**src/rtl/composite_video_encoder.sv**
```systemverilog
`default_nettype none
// ============================================================================
//  Module      : composite_video_encoder
//  Description : NTSC-style composite video generator. Free-running
//                horizontal/vertical counters drive a region decoder that
//                selects sync, colour burst, blanking or active picture.
//                In the active window the pixel's YIQ components are
//                modulated onto a 4x-subcarrier phase and summed into CVBS.
//  Ports       : clk_master    - 4x subcarrier sample clock
//                rst           - asynchronous active-high reset
//                y_in/i_in/q_in, pix_valid / pix_ready - pixel stream
//                mono          - suppress burst and chroma (latched per line)
//                underflow_clr - clears the sticky underflow flag
//                cvbs_out, luma_out, chroma_out, sync_n, frame_start,
//                underflow, h_cnt, v_cnt - registered outputs
//  Revision    : 1.0 - initial release
// ============================================================================
module composite_video_encoder #(
    parameter int DATA_W       = 8,
    parameter int OUT_W        = 10,
    parameter int H_TOTAL      = 910,
    parameter int H_SYNC       = 67,
    parameter int BURST_START  = 76,
    parameter int BURST_LEN    = 36,
    parameter int H_ACT_START  = 164,
    parameter int H_ACT_LEN    = 720,
    parameter int V_TOTAL      = 262,
    parameter int V_SYNC_LINES = 3,
    parameter int V_ACT_START  = 21,
    parameter int V_ACT_LEN    = 240,
    parameter int SYNC_LVL     = 16,
    parameter int BLANK_LVL    = 256,
    parameter int BLACK_LVL    = 276,
    parameter int BURST_AMP    = 64
) (
    input  logic              clk_master,
    input  logic              rst,
    input  logic [DATA_W-1:0] y_in,
    input  logic [DATA_W-1:0] i_in,
    input  logic [DATA_W-1:0] q_in,
    input  logic              pix_valid,
    output logic              pix_ready,
    input  logic              mono,
    input  logic              underflow_clr,
    output logic [OUT_W-1:0]  cvbs_out,
    output logic [OUT_W-1:0]  luma_out,
    output logic [OUT_W-1:0]  chroma_out,
    output logic              sync_n,
    output logic              frame_start,
    output logic              underflow,
    output logic [10:0]       h_cnt,
    output logic [9:0]        v_cnt
);

    // Two guard bits so luma + chroma can neither wrap above nor below range.
    localparam int SW = OUT_W + 2;

    localparam logic [10:0] C_H_LAST  = 11'(H_TOTAL - 1);
    localparam logic [10:0] C_H_SYNC  = 11'(H_SYNC);
    localparam logic [10:0] C_VS_END  = 11'(H_TOTAL - H_SYNC);
    localparam logic [10:0] C_BURST_S = 11'(BURST_START);
    localparam logic [10:0] C_BURST_E = 11'(BURST_START + BURST_LEN);
    localparam logic [10:0] C_ACT_S   = 11'(H_ACT_START);
    localparam logic [10:0] C_ACT_E   = 11'(H_ACT_START + H_ACT_LEN);
    localparam logic [9:0]  C_V_LAST  = 10'(V_TOTAL - 1);
    localparam logic [9:0]  C_V_SYNC  = 10'(V_SYNC_LINES);
    localparam logic [9:0]  C_VA_S    = 10'(V_ACT_START);
    localparam logic [9:0]  C_VA_E    = 10'(V_ACT_START + V_ACT_LEN);

    localparam logic signed [SW-1:0] C_SYNC_S  = SW'(SYNC_LVL);
    localparam logic signed [SW-1:0] C_BLANK_S = SW'(BLANK_LVL);
    localparam logic signed [SW-1:0] C_BLACK_S = SW'(BLACK_LVL);
    localparam logic signed [SW-1:0] C_AMP_S   = SW'(BURST_AMP);
    localparam logic signed [SW-1:0] C_MID_S   = SW'(2 ** (OUT_W - 1));
    localparam logic signed [SW-1:0] C_MAX_S   = SW'(2 ** OUT_W - 1);

    logic [1:0]           r_ph;
    logic                 r_mono;

    logic                 w_h_wrap;
    logic [10:0]          w_h_next;
    logic [9:0]           w_v_next;
    logic                 w_active;
    logic                 w_nx_active;
    logic                 w_is_sync;
    logic                 w_uf_set;
    logic signed [SW-1:0] w_luma;
    logic signed [SW-1:0] w_chroma;
    logic signed [SW-1:0] w_y_ext;
    logic signed [SW-1:0] w_i_ext;
    logic signed [SW-1:0] w_q_ext;

    function automatic logic is_active(input logic [10:0] h, input logic [9:0] v);
        return (v >= C_VA_S) && (v < C_VA_E) && (h >= C_ACT_S) && (h < C_ACT_E);
    endfunction

    function automatic logic [OUT_W-1:0] sat(input logic signed [SW-1:0] x);
        if (x[SW-1])
            return '0;
        else if (x > C_MAX_S)
            return C_MAX_S[OUT_W-1:0];
        else
            return x[OUT_W-1:0];
    endfunction

    assign w_h_wrap    = (h_cnt == C_H_LAST);
    assign w_h_next    = w_h_wrap ? 11'd0 : h_cnt + 11'd1;
    assign w_v_next    = w_h_wrap ? ((v_cnt == C_V_LAST) ? 10'd0 : v_cnt + 10'd1) : v_cnt;
    assign w_active    = is_active(h_cnt, v_cnt);
    // pix_ready is registered from the next counter state so that it is high
    // exactly in the cycles whose registered counters sit in the window.
    assign w_nx_active = is_active(w_h_next, w_v_next);

    assign w_y_ext = SW'(y_in);
    assign w_i_ext = SW'($signed(i_in));
    assign w_q_ext = SW'($signed(q_in));

    always_comb begin
        w_luma    = C_BLANK_S;
        w_chroma  = '0;
        w_is_sync = 1'b0;
        w_uf_set  = 1'b0;
        if (v_cnt < C_V_SYNC) begin
            // Broad vertical sync pulse: serrated back to blank at line end.
            w_is_sync = (h_cnt < C_VS_END);
        end else if (h_cnt < C_H_SYNC) begin
            w_is_sync = 1'b1;
        end else if (h_cnt >= C_BURST_S && h_cnt < C_BURST_E) begin
            if (!r_mono) begin
                case (r_ph)
                    2'd1:    w_chroma = C_AMP_S;
                    2'd3:    w_chroma = -C_AMP_S;
                    default: w_chroma = '0;
                endcase
            end
        end else if (w_active) begin
            if (pix_valid) begin
                w_luma = C_BLACK_S + w_y_ext;
                if (!r_mono) begin
                    case (r_ph)
                        2'd0:    w_chroma = w_i_ext;
                        2'd1:    w_chroma = w_q_ext;
                        2'd2:    w_chroma = -w_i_ext;
                        default: w_chroma = -w_q_ext;
                    endcase
                end
            end else begin
                w_luma   = C_BLACK_S;
                w_uf_set = 1'b1;
            end
        end
        if (w_is_sync)
            w_luma = C_SYNC_S;
    end

    always_ff @(posedge clk_master or posedge rst) begin
        if (rst) begin
            h_cnt       <= '0;
            v_cnt       <= '0;
            r_ph        <= '0;
            r_mono      <= 1'b0;
            cvbs_out    <= C_BLANK_S[OUT_W-1:0];
            luma_out    <= C_BLANK_S[OUT_W-1:0];
            chroma_out  <= C_MID_S[OUT_W-1:0];
            sync_n      <= 1'b1;
            pix_ready   <= 1'b0;
            frame_start <= 1'b0;
            underflow   <= 1'b0;
        end else begin
            h_cnt       <= w_h_next;
            v_cnt       <= w_v_next;
            // Phase never resyncs to the line; H_TOTAL mod 4 = 2 alternates it.
            r_ph        <= r_ph + 2'd1;
            if (h_cnt == 11'd0)
                r_mono <= mono;
            cvbs_out    <= sat(w_luma + w_chroma);
            luma_out    <= sat(w_luma);
            chroma_out  <= sat(C_MID_S + w_chroma);
            sync_n      <= ~w_is_sync;
            pix_ready   <= w_nx_active;
            frame_start <= (h_cnt == 11'd0) && (v_cnt == 10'd0);
            // A new underflow takes priority over a simultaneous clear.
            underflow   <= w_uf_set | (underflow & ~underflow_clr);
        end
    end

endmodule
`default_nettype wire

```
**config.mk**
```make
export PLATFORM = sky130hd
export DESIGN_NAME = composite_video_encoder
export DESIGN_NICKNAME = d
export VERILOG_FILES = /design/src/rtl/composite_video_encoder.sv
export SDC_FILE = /design/constraint.sdc
export NUM_CORES = 1
export LEC_CHECK = 0
export ABC_CLOCK_PERIOD_IN_PS = 5500
export CAP_MARGIN = 5
export CORE_MARGIN = 2
export CORE_UTILIZATION = 45
export DETAILED_ROUTE_END_ITERATION = 7
export PLACE_DENSITY = 0.82
export SYNTH_ARGS = -nofsm -noshare
export SYNTH_HDL_FRONTEND = slang
export SYNTH_SLANG_ARGS = --single-unit
```
**constraint.sdc**
```tcl
create_clock -name clk_master -period 5.5 [get_ports clk_master]
set_clock_uncertainty 0.2 [all_clocks]
set_input_delay 0.825 -clock clk_master [delete_from_list [all_inputs] [get_ports clk_master]]
set_output_delay 0.825 -clock clk_master [all_outputs]
set_load 0.05 [all_outputs]
```
# Yosys cells after proc, flatten, opt, wreduce, memory -nomap -nowiden
# Cells that the tools add are included.
# classes
n_addsub,8
magnitude_cmp,16
n_eq_ne,5
muxes,31
n_bitwise,4
reduce_logical,11
# op_table
cell,count
$mux W10,13
$mux W12,8
$gt A12 B11 Y1 const B,3
$pmux W12 S3,1
$lt A11 B10 Y1 const B,3
$neg A8 Y12,2
$pmux W12 S2,1
$ge A11 B8 Y1 const B,2
$lt A11 B7 Y1 const B,2
$ge A10 B5 Y1 const B,2
$lt A10 B9 Y1 const B,2
$add A11 B12 Y12 const A,1
$add A12 B12 Y12,1
$add A11 B1 Y11 const B,1
$eq A11 B10 Y1 const B,1
$ge A11 B7 Y1 const B,1
$logic_not A11 Y1,1
$mux W11,1
$add A10 B1 Y10 const B,1
$add A9 B8 Y10 const A,1
$eq A10 B9 Y1 const B,1
$logic_not A10 Y1,1
$lt A10 B2 Y1 const B,1
$logic_and A1 B1 Y1,8
8 further kinds,16
# totals
ff_bits,58
input_bits,29
output_inout_bits,55
wordCells,86

# Longest topological paths before layout
# Gate-level depths: netlist of run 1.
# logic_depth
depth_word,13
mapped_depth,18
depth_no_buf,17

# Worst setup path after synthesis of run 1
# OpenSTA, ideal clock, no wires.
# synth_timing
path_kind,register to register
start,reg v_cnt[0]
end,reg cvbs_out[8]
setup_ns,0.089
t_arrival_ns,4.165
required_time_ns,5.211
path_slack_ns,1.046
stages_incl_launch_ff,18
path_buffers,2
synth_period_minus_slack_ns,4.454
path_cell_list,dfrtp_1 > inv_1 > ha_1 > nand2b_1 > nand3_2 > a2111o_1 > or3b_1 > buf_6 > a221o_1 > a21oi_1 > ha_1 > or2_2 > o211ai_1 > o21ai_0 > a21o_1 > and4_1 > clkbuf_2 > a211oi_1
# synth_between
elab_chain_len,13
elab_cells_between_ends,20
cone_classes,add/sub (1); order compare (4); mux (12); reduce/logical (3)
# synth_rtl
element,line_no,rtl
from (decl),52,output logic [9:0] v_cnt
from (signal assigned),171,v_cnt <= w_v_next;
$ge A10 B5 Y1 / $lt A10 B9 Y1 (equally long branches),94,return (v >= C_VA_S) && (v < C_VA_E) && (h >= C_ACT_S) && (h < C_ACT_E);
$logic_and A1 B1 Y1 (3 in a row),94,
$mux W10,136,end else if (w_active) begin
$mux W10,128,end else if (h_cnt >= C_BURST_S && h_cnt < C_BURST_E) begin
$mux W10,126,end else if (h_cnt < C_H_SYNC) begin
$mux W10,123,if (v_cnt < C_V_SYNC) begin
$mux W12,152,if (w_is_sync)
$add A12 B12 Y12 *,176,cvbs_out <= sat(w_luma + w_chroma);
$gt A12 B11 Y1,100,else if (x > C_MAX_S)
$mux W10,100,
$mux W10 *,98,if (x[SW-1])
to (signal assigned),162,cvbs_out <= C_BLANK_S[OUT_W-1:0];
to (signal assigned),176,
to (decl),45,"output logic [OUT_W-1:0] cvbs_out,"
# Every way passes the cells marked *; elsewhere a longest branch is shown, timed or not.
# A chain may end at the register's enable or synchronous reset.

# Worst setup path in the final report of run 1
# layout_timing
start,reg v_cnt[0]
end,reg cvbs_out[0]
# Same word-level chain as after synthesis.

==> results of run 1 <==
[worst max-delay path, stage by stage, from the launching register on]
cell	delay [ns]
dfrtp_1	0.45
inv_1	0.14
ha_1	0.23
nand2b_1	0.14
nand3_2	0.07
a2111o_1	0.46
or3b_1	0.57
a221oi_1	0.50
ha_1	0.38
nand3_1	0.12
o211ai_1	0.12
o211ai_1	0.31
o21ai_0	0.21
a21o_1	0.26
and4_1	0.32
a211oi_1	0.29
[logic make-up (layout without fill, tap and decap cells)]
kind of cell    after synthesis  in the layout  share of synthesized area [%]
compound gates              109            109                           19.5
xor+xnor                     38             38                           8.63
fa+ha+maj                    26             26                           8.26
buf+inv                      49            129                           5.00
flops                        58             58                           36.1
mux                           7              7                           1.80
simple gates                149            149                           20.7
[cells in the final DEF (no fill, tap or decap), types with 13 or more instances in the layout]
master,Yosys,layout
xor2_1,18,18
inv_1,28,27
clkdlybuf4s50_1,0,83
ha_1,25,25
nor2_1,25,25
nor3_1,14,14
a21oi_1,27,27
xnor2_1,18,18
nand2_1,33,33
dfrtp_1,54,54
o21a_1,13,13
[sequential cells by signal, indices dropped and copies added, names as in the netlist]
| name | flops |
|---|---|
| cvbs_out | 10 |
| r_mono | 1 |
| v_cnt | 10 |
| chroma_out | 10 |
| sync_n | 1 |
| r_ph | 2 |
| underflow | 1 |
| h_cnt | 11 |
| pix_ready | 1 |
| luma_out | 10 |
| frame_start | 1 |
[per-layer routing]
layer	up-vias	wire (um)	GRT usage (%)
met3	20	688	4.40
met2	153	4610	33.2
met1	1706	4430	29.5
met5	-	0	0
li1	1734	-	-
met4	0	194	7.69
[final timing paths]
path                           from          end  slack, ns  cells after the start
setup / recovery           v_cnt[0]  cvbs_out[0]       0.62                     15
hold / removal              r_ph[0]      r_ph[0]       0.34                      1
setup reg to reg           v_cnt[0]  cvbs_out[0]       0.62                     15
hold reg to reg             r_ph[0]      r_ph[0]       0.34                      1
max in group asynchronous       rst       r_mono       3.83                      3
min in group asynchronous       rst  luma_out[9]       0.81                      3
[stage by stage]
step | hold slack (ns) | cell area (um2) | worst slack, ns
2_1_floorplan | 0.294 | 4030 | 1.05
3_3_place_gp | 0.315 | 4920 | 0.658
3_5_place_dp | 0.333 | 4920 | 0.462
4_1_cts | 0.346 | 5090 | 0.733
5_1_grt | 0.378 | 5090 | 0.378
6_report | 0.335 | 5090 | 0.618
[area by class of cell]
| type | instances | area [um2] | area share, % |
|---|---|---|---|
| repair buffers | 85 | 846 | 16.6 |
| well taps | 108 | 135 | 2.66 |
| flip-flops and latches | 58 | 1460 | 28.6 |
| clock buffers | 11 | 141 | 2.78 |
| clock inverters | 5 | 30.0 | 0.590 |
| multi-input cells | 329 | 2370 | 46.7 |
| inverters | 28 | 105 | 2.07 |
[where the power goes]
part | internal, W | switching, W
logic | 0.0000301 | 0.0000322
registers | 0.000427 | 0.000000319
clock network | 0.000173 | 0.000175
==> flow_summary.json, run 1 <==
{
  "n_antenna_cell": 0,
  "dieWidth_um": 98.7,
  "die_h_um": 98.7,
  "crit_fanout": 10,
  "syn_area_per_cell_um2": 9.25,
  "final_core_utilization_pct": 58.3,
  "synth_top_cell_by_area": "dfrtp_1",
  "grt_pass1_wl_mm": 17.1,
  "io_buffers": 83,
  "clk_pin_slew_ns": 0.07,
  "post-dp-hpwl_mm": 7.51,
  "ys_seq_area_share_pct": 36.1,
  "synth_top_cells_by_area": "dfrtp_1 (34%), ha_1 (7.8%), xnor2_1 (3.9%)",
  "relSlewSlack_pct": 47.9,
  "nets": 566,
  "drc": 0,
  "endpoint_kind": "register",
  "gr-usage-all-layers_pct": 21.3,
  "drive_above_1_share_pct": 7.95,
  "worst-endpoint-required_ns": 5.54,
  "tightest_slew_ns": 0.775,
  "startpoint_type": "register",
  "synth-edff-count": 0,
  "htreeDepth": 3,
  "antenna_found_initial": 0,
  "vias": 3613,
  "maxSlewViolCount": 0,
  "hold_buffers": 0,
  "viasPerCell": 5.79,
  "cts_buffers": 9,
  "clock-sinks": 58,
  "hold_viol_final": 0,
  "synth.most_common_cell": "dfrtp_1",
  "postCtsSetupBuffers": 0,
  "ys_async_sr_fraction_pct": 100,
  "timing.fmax_ghz": 0.205,
  "placedCellCount": 608,
  "core_um2": 8720,
  "period_share_pct": 88.8,
  "wl_per_cell_um": 15.9,
  "drv_cap": 0,
  "synth_top_area_share_pct": 33.5,
  "rsz0062_at_grt": "false",
  "place.gp.congestion": 0.913,
  "ir_worst_vdd_mv": 0.0782,
  "die_area_um2": 9730,
  "syn_inst": 436,
  "clockBufferDepth": 2,
  "drtAntennaViolNets": 0,
  "wl_mm": 9.92,
  "pin_count": 84,
  "min_period_ns": 4.88,
  "clk_latency_ns": 0.34,
  "grt_max_degree": 59,
  "fin_tns_setup_ns": 0,
  "finalNonFillerCells": 624,
  "root_buffer": "clkbuf_8",
  "fp-row-count": 34,
  "setup_violations": 0,
  "grt_pass1_vias": 3552,
  "status": "complete, no violations",
  "synth_cell_type_count": 71,
  "synth_seq_cells": 58,
  "path_class": "register to register",
  "drtPass1Iterations": 5,
  "pwr_density_cell_nw_per_um2": 165,
  "synth_flop_cell": "dfrtp_1",
  "drt_iter0_markers": 239,
  "worstPathArrival_ns": 4.92,
  "cts_tree": "yes",
  "cts_resized": 0,
  "power.total_w": 0.000838,
  "syn_nets": 491,
  "syn_area_um2": 4030,
  "nFillCells": 727,
  "ys_warn_count": 0,
  "hp-class": "register to register",
  "p_leak_nw": 2.21,
  "synth_commonest_cells": "dfrtp_1 (54), nand2_1 (33), inv_1 (28)",
  "gr-total-overflow": 0,
  "start_util_pct": 46.2,
  "area_growth_pct": 26.2
}
No activity file was read; power rests on OpenSTA's default activity.
==> run 2, diff against run 1 <==
--- a/config.mk
+++ b/config.mk
@@ -6,7 +6,7 @@
 export NUM_CORES = 1
 export LEC_CHECK = 0
 export ABC_CLOCK_PERIOD_IN_PS = 5500
-export CAP_MARGIN = 5
+export CAP_MARGIN = 40
 export CORE_MARGIN = 2
 export CORE_UTILIZATION = 45
 export DETAILED_ROUTE_END_ITERATION = 7
==> results of run 2 <==
The final DEF is identical to that of run 1; final timing and power are the same.
